--- src/rtl/vector_sequencer.sv ---
// -----------------------------------------------------------------------------
// vector_sequencer
//   Stimulus/capture controller for a combinational ISCAS-style DUT. For each
//   vector index it reads a word from a synchronous vector memory and applies it
//   to the DUT through the registered dut_in. It then waits SETTLE_CYCLES
//   cycles, captures dut_out and offers the result on a valid/ready port.
//
//   Optional feature macro: VSEQ_MISR_EN
//     defined   : signature is a MISR folded over every captured response.
//     undefined : signature is tied to 0 and no MISR logic exists.
//
// Ports
//   clk, rst      rising-edge clock, asynchronous active-high reset
//   start         pulse to begin a run (ignored while busy)
//   num_tests     vector count, sampled when start is accepted
//   vec_rd_en     vector memory read strobe (FETCH cycle only)
//   vec_addr      vector memory address
//   vec_rd_data   vector memory read data (1-cycle latency)
//   dut_in        registered stimulus to the DUT
//   dut_out       combinational DUT response
//   res_valid     result handshake valid
//   res_ready     result handshake ready
//   res_data      captured DUT response
//   res_index     vector index of res_data
//   busy          run in progress
//   done          one-cycle end-of-run pulse
//   signature     MISR value (0 without VSEQ_MISR_EN)
// -----------------------------------------------------------------------------
module vector_sequencer #(
  parameter int                IN_W          = 50,
  parameter int                OUT_W         = 22,
  parameter int                ADDR_W        = 14,
  parameter int                SETTLE_CYCLES = 1,
  parameter logic [OUT_W-1:0]  MISR_POLY     = 22'h20_0003
) (
  input  logic              clk,
  input  logic              rst,
  input  logic              start,
  input  logic [ADDR_W-1:0] num_tests,
  output logic              vec_rd_en,
  output logic [ADDR_W-1:0] vec_addr,
  input  logic [IN_W-1:0]   vec_rd_data,
  output logic [IN_W-1:0]   dut_in,
  input  logic [OUT_W-1:0]  dut_out,
  output logic              res_valid,
  input  logic              res_ready,
  output logic [OUT_W-1:0]  res_data,
  output logic [ADDR_W-1:0] res_index,
  output logic              busy,
  output logic              done,
  output logic [OUT_W-1:0]  signature
);

  localparam logic [2:0] ST_IDLE   = 3'd0;
  localparam logic [2:0] ST_FETCH  = 3'd1;
  localparam logic [2:0] ST_LOAD   = 3'd2;
  localparam logic [2:0] ST_SETTLE = 3'd3;
  localparam logic [2:0] ST_EMIT   = 3'd4;
  localparam logic [2:0] ST_DONE   = 3'd5;

  localparam logic [7:0]        SETTLE_LAST = 8'(SETTLE_CYCLES - 1);
  localparam logic [ADDR_W-1:0] ADDR_ONE    = {{(ADDR_W-1){1'b0}}, 1'b1};
  localparam logic [ADDR_W-1:0] ADDR_ZERO   = {ADDR_W{1'b0}};

  logic [2:0]        state;
  logic [ADDR_W-1:0] index;
  logic [ADDR_W-1:0] num_tests_r;
  logic [7:0]        settle_cnt;
  logic              last_vec;
  logic              accept;
  logic              capture;

  // One shift/feedback step of the signature register.
  function automatic logic [OUT_W-1:0] misr_step(input logic [OUT_W-1:0] sig,
                                                 input logic [OUT_W-1:0] din);
    logic [OUT_W-1:0] fb;
    fb = sig[OUT_W-1] ? MISR_POLY : {OUT_W{1'b0}};
    misr_step = {sig[OUT_W-2:0], 1'b0} ^ fb ^ din;
  endfunction

  // Decode of the shared events used by the main FSM and the signature register.
  always_comb begin
    last_vec = (index == (num_tests_r - ADDR_ONE));
    accept   = (state == ST_IDLE) && start;
    capture  = (state == ST_SETTLE) && (settle_cnt == SETTLE_LAST);
  end

  // Main sequencing FSM; every output is a register updated here.
  always_ff @(posedge clk or posedge rst) begin
    if (rst) begin
      state       <= ST_IDLE;
      index       <= ADDR_ZERO;
      num_tests_r <= ADDR_ZERO;
      settle_cnt  <= 8'd0;
      vec_rd_en   <= 1'b0;
      vec_addr    <= ADDR_ZERO;
      dut_in      <= {IN_W{1'b0}};
      res_valid   <= 1'b0;
      res_data    <= {OUT_W{1'b0}};
      res_index   <= ADDR_ZERO;
      busy        <= 1'b0;
      done        <= 1'b0;
    end else begin
      // Strobes default low; they are raised only on the edge entering their state.
      vec_rd_en <= 1'b0;
      done      <= 1'b0;
      case (state)
        ST_IDLE: begin
          if (accept) begin
            num_tests_r <= num_tests;
            index       <= ADDR_ZERO;
            busy        <= 1'b1;
            if (num_tests == ADDR_ZERO) begin
              state <= ST_DONE;
              done  <= 1'b1;
            end else begin
              state     <= ST_FETCH;
              vec_rd_en <= 1'b1;
              vec_addr  <= ADDR_ZERO;
            end
          end else begin
            state <= ST_IDLE;
          end
        end
        ST_FETCH: begin
          state <= ST_LOAD;
        end
        ST_LOAD: begin
          // Memory data arrives the cycle after the read strobe.
          dut_in     <= vec_rd_data;
          settle_cnt <= 8'd0;
          state      <= ST_SETTLE;
        end
        ST_SETTLE: begin
          if (capture) begin
            res_data  <= dut_out;
            res_index <= index;
            res_valid <= 1'b1;
            state     <= ST_EMIT;
          end else begin
            settle_cnt <= settle_cnt + 8'd1;
          end
        end
        ST_EMIT: begin
          if (res_ready) begin
            res_valid <= 1'b0;
            if (last_vec) begin
              state <= ST_DONE;
              done  <= 1'b1;
            end else begin
              index     <= index + ADDR_ONE;
              vec_addr  <= index + ADDR_ONE;
              vec_rd_en <= 1'b1;
              state     <= ST_FETCH;
            end
          end else begin
            state <= ST_EMIT;
          end
        end
        ST_DONE: begin
          busy  <= 1'b0;
          state <= ST_IDLE;
        end
        default: begin
          busy      <= 1'b0;
          res_valid <= 1'b0;
          state     <= ST_IDLE;
        end
      endcase
    end
  end

`ifdef VSEQ_MISR_EN
  logic [OUT_W-1:0] sig_r;

  // Signature: cleared on run start, folded with each captured response.
  always_ff @(posedge clk or posedge rst) begin
    if (rst) begin
      sig_r <= {OUT_W{1'b0}};
    end else if (accept) begin
      sig_r <= {OUT_W{1'b0}};
    end else if (capture) begin
      sig_r <= misr_step(sig_r, dut_out);
    end else begin
      sig_r <= sig_r;
    end
  end

  assign signature = sig_r;
`else
  assign signature = {OUT_W{1'b0}};
`endif

endmodule

--- config.mk ---
export PLATFORM = sky130hd
export DESIGN_NAME = vector_sequencer
export DESIGN_NICKNAME = d
export VERILOG_FILES = /design/src/rtl/vector_sequencer.sv
export SDC_FILE = /design/constraint.sdc
export NUM_CORES = 1
export LEC_CHECK = 0
export ABC_AREA = 1
export CAP_MARGIN = 20
export CORE_MARGIN = 3
export CORE_UTILIZATION = 23
export CTS_CLUSTER_SIZE = 16
export DETAILED_ROUTE_END_ITERATION = 7
export GPL_ROUTABILITY_DRIVEN = 0
export HOLD_SLACK_MARGIN = 0.1
export PLACE_DENSITY_LB_ADDON = 0.12
export SLEW_MARGIN = 40
export SYNTH_ARGS = -nofsm -noshare
export SYNTH_HDL_FRONTEND = slang
export SYNTH_SLANG_ARGS = --single-unit
--- constraint.sdc ---
create_clock -name clk -period 7.9 [get_ports clk]
set_input_delay 1.58 -clock clk [delete_from_list [all_inputs] [get_ports clk]]
set_output_delay 1.58 -clock clk [all_outputs]
set_load 0.01 [all_outputs]
==> flow_metrics.py <==
metrics = {
    "floorplanning": {
        "die_width_microns": 179,
        "num_io_pins": 216,
        "core_area_sq_um": 29100,
        "die_h_microns": 179,
        "rows": 62,
        "die-area_sq_um": 32000,
        "start_util_pct": 23.6,
    },
    "global_route": {
        "grt_pass1_wl_microns": 33000,
        "grt_pass1_vias": 5768,
        "track_usage_pct": 13.3,
        "antenna_found_initial": 0,
        "grt.overflow.total": 0,
        "grt_max_degree": 82,
    },
    "clock_tree": {
        "cts.repair.resized": 0,
        "cts_max_level": 4,
        "cts_tree": "done",
        "clk_latency_ns": 0.42,
        "cts_sinks": 143,
        "clockBufferDepth": 2,
        "cts_buffers": 17,
        "holdBufCountCts": 0,
        "path_clk_slew_ns": 0.07,
        "post_cts.repair.setup_buffers": 0,
        "cts_root_buf": "clkbuf_16",
    },
    "placed_design": {
        "buffer_ports.inserted": 193,
        "place_area_sq_um": 9090,
        "dp_hpwl_microns": 14600,
        "dp_slack_ns": 4.29,
    },
    "worst_hold_path": {
        "worstHoldEndpoint": "dut_in[1]",
        "worstHoldStart": "dut_in[1]",
        "hold_class": "register to register",
        "holdPathStages": 2,
    },
    "sta": {
        "min_period_ns": 3.17,
        "tightest_slew_ns": 0.649,
        "finClkSkew_ns": 0.0180,
        "drv_slew": 0,
        "setup_ws_ns": 4.73,
        "rsz0062_at_grt": "no",
        "setup_violations": 0,
        "final.setup.tns_ns": 0,
        "slew_headroom_pct": 56.6,
        "fin_crit_sh_pct": 40.2,
        "max_freq_ghz": 0.315,
        "hold_viol_final": 0,
    },
    "route": {
        "drt-total-wl_microns": 20500,
        "drtIter0Drc": 295,
        "vias": 5683,
        "post_drt_wl_per_cell_microns": 14.8,
        "antenna_left": 0,
        "via_per_inst": 4.10,
        "first_pass_iters": 4,
        "drc": 0,
    },
    "setup_path": {
        "cp-start-kind": "primary input",
        "reg2reg_to": "vec_addr[10]",
        "crit_type": "primary input to register",
        "critical_path_required_ns": 8.19,
        "rr_startpoint": "num_tests_r[0]",
        "setup.worst_path.end_class": "register",
        "worstPathMaxFanout": 39,
        "ff2ff_setup_slack_ns": 5.23,
        "rr_worst_depth": 12,
        "worst-endpoint-arrival_ns": 3.47,
    },
    "pwr": {
        "p_per_area_nw_per_um2": 347,
        "peakVddDrop_v": 0.000134,
        "design_power_total_mw": 3.36,
        "p_leak_nw": 4.67,
    },
    "layout": {
        "nets": 1082,
        "post_route_cells_drive_above_1_share_pct": 9.79,
        "postLayoutCellArea_sq_um": 9680,
        "fin_util_pct": 33.3,
        "area_delta_synth_final_pct": 41.0,
        "diodes": 0,
    },
    "synth": {
        "netlist_area_sq_um": 6860,
        "yosysSeqAreaShare_pct": 52.1,
        "synthCells": 804,
        "yosysWarnings": 0,
        "synth_cell_type_count": 31,
        "syn_avg_cell_area_sq_um": 8.54,
        "synth-seq-cells": 143,
    },
    "outcome": {
        "status": "finished clean",
    },
    "run": {
        "cap_violations": 0,
    },
}
==> registers in the layout, summed over array words and instances, names as in the netlist, 3 cells and up <==
signal and count:
res_index 14, settle_cnt 8, dut_in 50, res_data 22
index 14, state 3, num_tests_r 14, vec_addr 14
==> per-layer routing <==
metal / up-vias / GRT usage [%] / part of all wire [%] / wire length [microns]
li1: 2844 / - / - / -
met1: 2642 / 17.5 / 46 / 9360
met2: 185 / 20.1 / 44 / 9030
met3: 12 / 5.61 / 9.1 / 1860
met4: 0 / 3.47 / 1.1 / 235
met5: - / 0 / 0 / 0
==> area by class of cell <==
| cell class | count | area, sq um |
|---|---|---|
| fill | 3051 | 19400 |
| sequential | 143 | 3580 |
| multi-input combinational | 551 | 2770 |
| timing repair buffer | 197 | 1970 |
| tap | 384 | 480 |
| clock buffer | 18 | 429 |
| inverter | 78 | 300 |
| clock inverter | 14 | 151 |
==> cell usage in the layout, fill, tap and decap left out, types with 2 or more instances in the layout <==
| cell type | instances |
|---|---|
| nor3_1 | 10 |
| buf_4 | 3 |
| o22ai_1 | 4 |
| inv_1 | 71 |
| nor2_2 | 6 |
| nor2_4 | 6 |
| o21ai_0 | 37 |
| clkdlybuf4s50_1 | 193 |
| inv_6 | 2 |
| inv_8 | 5 |
| xnor2_1 | 5 |
| ha_1 | 4 |
| inv_2 | 5 |
| nor2_1 | 31 |
| nand2_1 | 296 |
| nand3_2 | 11 |
| clkinvlp_4 | 2 |
| clkinv_2 | 2 |
| xor2_1 | 19 |
| mux2_2 | 26 |
| a21oi_1 | 4 |
| clkbuf_16 | 17 |
| nand2_2 | 4 |
| clkinv_4 | 2 |
| nand4_1 | 22 |
| dfrtp_1 | 143 |
| conb_1 | 22 |
| nand3_1 | 37 |
| nor4_1 | 2 |
==> power by group <==
group | switching, mW | internal (mW) | leakage, nW | total (mW)
clock network | 0.362 | 0.447 | 0.281 | 0.809
registers | 0.169 | 0.976 | 1.83 | 1.15
logic | 0.759 | 0.648 | 2.56 | 1.41
total | 1.29 | 2.07 | 4.67 | 3.36
==> how the worst max path moves through the flow <==
| stage | startpoint | to | cells past startpoint |
|---|---|---|---|
| finish | start | vec_addr[7] | 8 |
| global route | start | vec_addr[7] | 8 |
| CTS | start | vec_addr[7] | 8 |
| detailed placement | start | vec_addr[7] | 8 |
| global placement | rst | res_index[2] | 3 |
| floorplan | rst | busy | 1 |
==> cell families (layout without fill, tap and decap cells) <==
kind of cell	Yosys count	in the layout	synth area share [%]
other	1	22	0.0546
adders and majority gates	4	4	0.729
xor gates and xnor gates	24	24	3.06
DFF	143	143	52.1
muxes	26	26	4.27
buffers and inverters	131	307	8.86
and+or+nand+nor	430	430	27.5
AOI/OAI and AO/OA	45	45	3.35
==> Yosys cell counts, drive strengths merged <==
cell | number | share of area, %
nand2 | 301 | 17
conb | 1 | 0.055
dfrtp | 143 | 52
inv | 77 | 4.2
nor3 | 11 | 0.80
o22ai | 4 | 0.36
clkbuf | 23 | 1.3
buf | 30 | 3.3
ha | 4 | 0.73
nand4 | 23 | 2.3
nor4 | 2 | 0.18
and2 | 1 | 0.091
mux2 | 26 | 4.3
or2 | 1 | 0.091
nand3 | 48 | 4.3
a21oi | 4 | 0.29
o21ai | 37 | 2.7
nor2 | 43 | 3.2
clkinv | 1 | 0.055
xnor2 | 5 | 0.64
xor2 | 19 | 2.4
==> critical path, cell delays in order <==
cell	delay [ns]
clkdlybuf4s50_1	0.40
nand2_1	0.06
buf_4	0.39
inv_1	0.24
nor2_1	0.19
inv_1	0.27
nand4_1	0.23
nand2_1	0.07
==> per-stage QoR <==
| step | hold WS (ns) | std cells |
|---|---|---|
| 5_1_grt | 0.501 | 1385 |
| 6_report | 0.468 | 1385 |
| 3_5_place_dp | 0.458 | 1353 |
| 2_1_floorplan | 0.472 | 825 |
| 3_3_place_gp | 0.452 | 1353 |
| 4_1_cts | 0.476 | 1385 |
No activity file was read; power rests on OpenSTA's default activity.
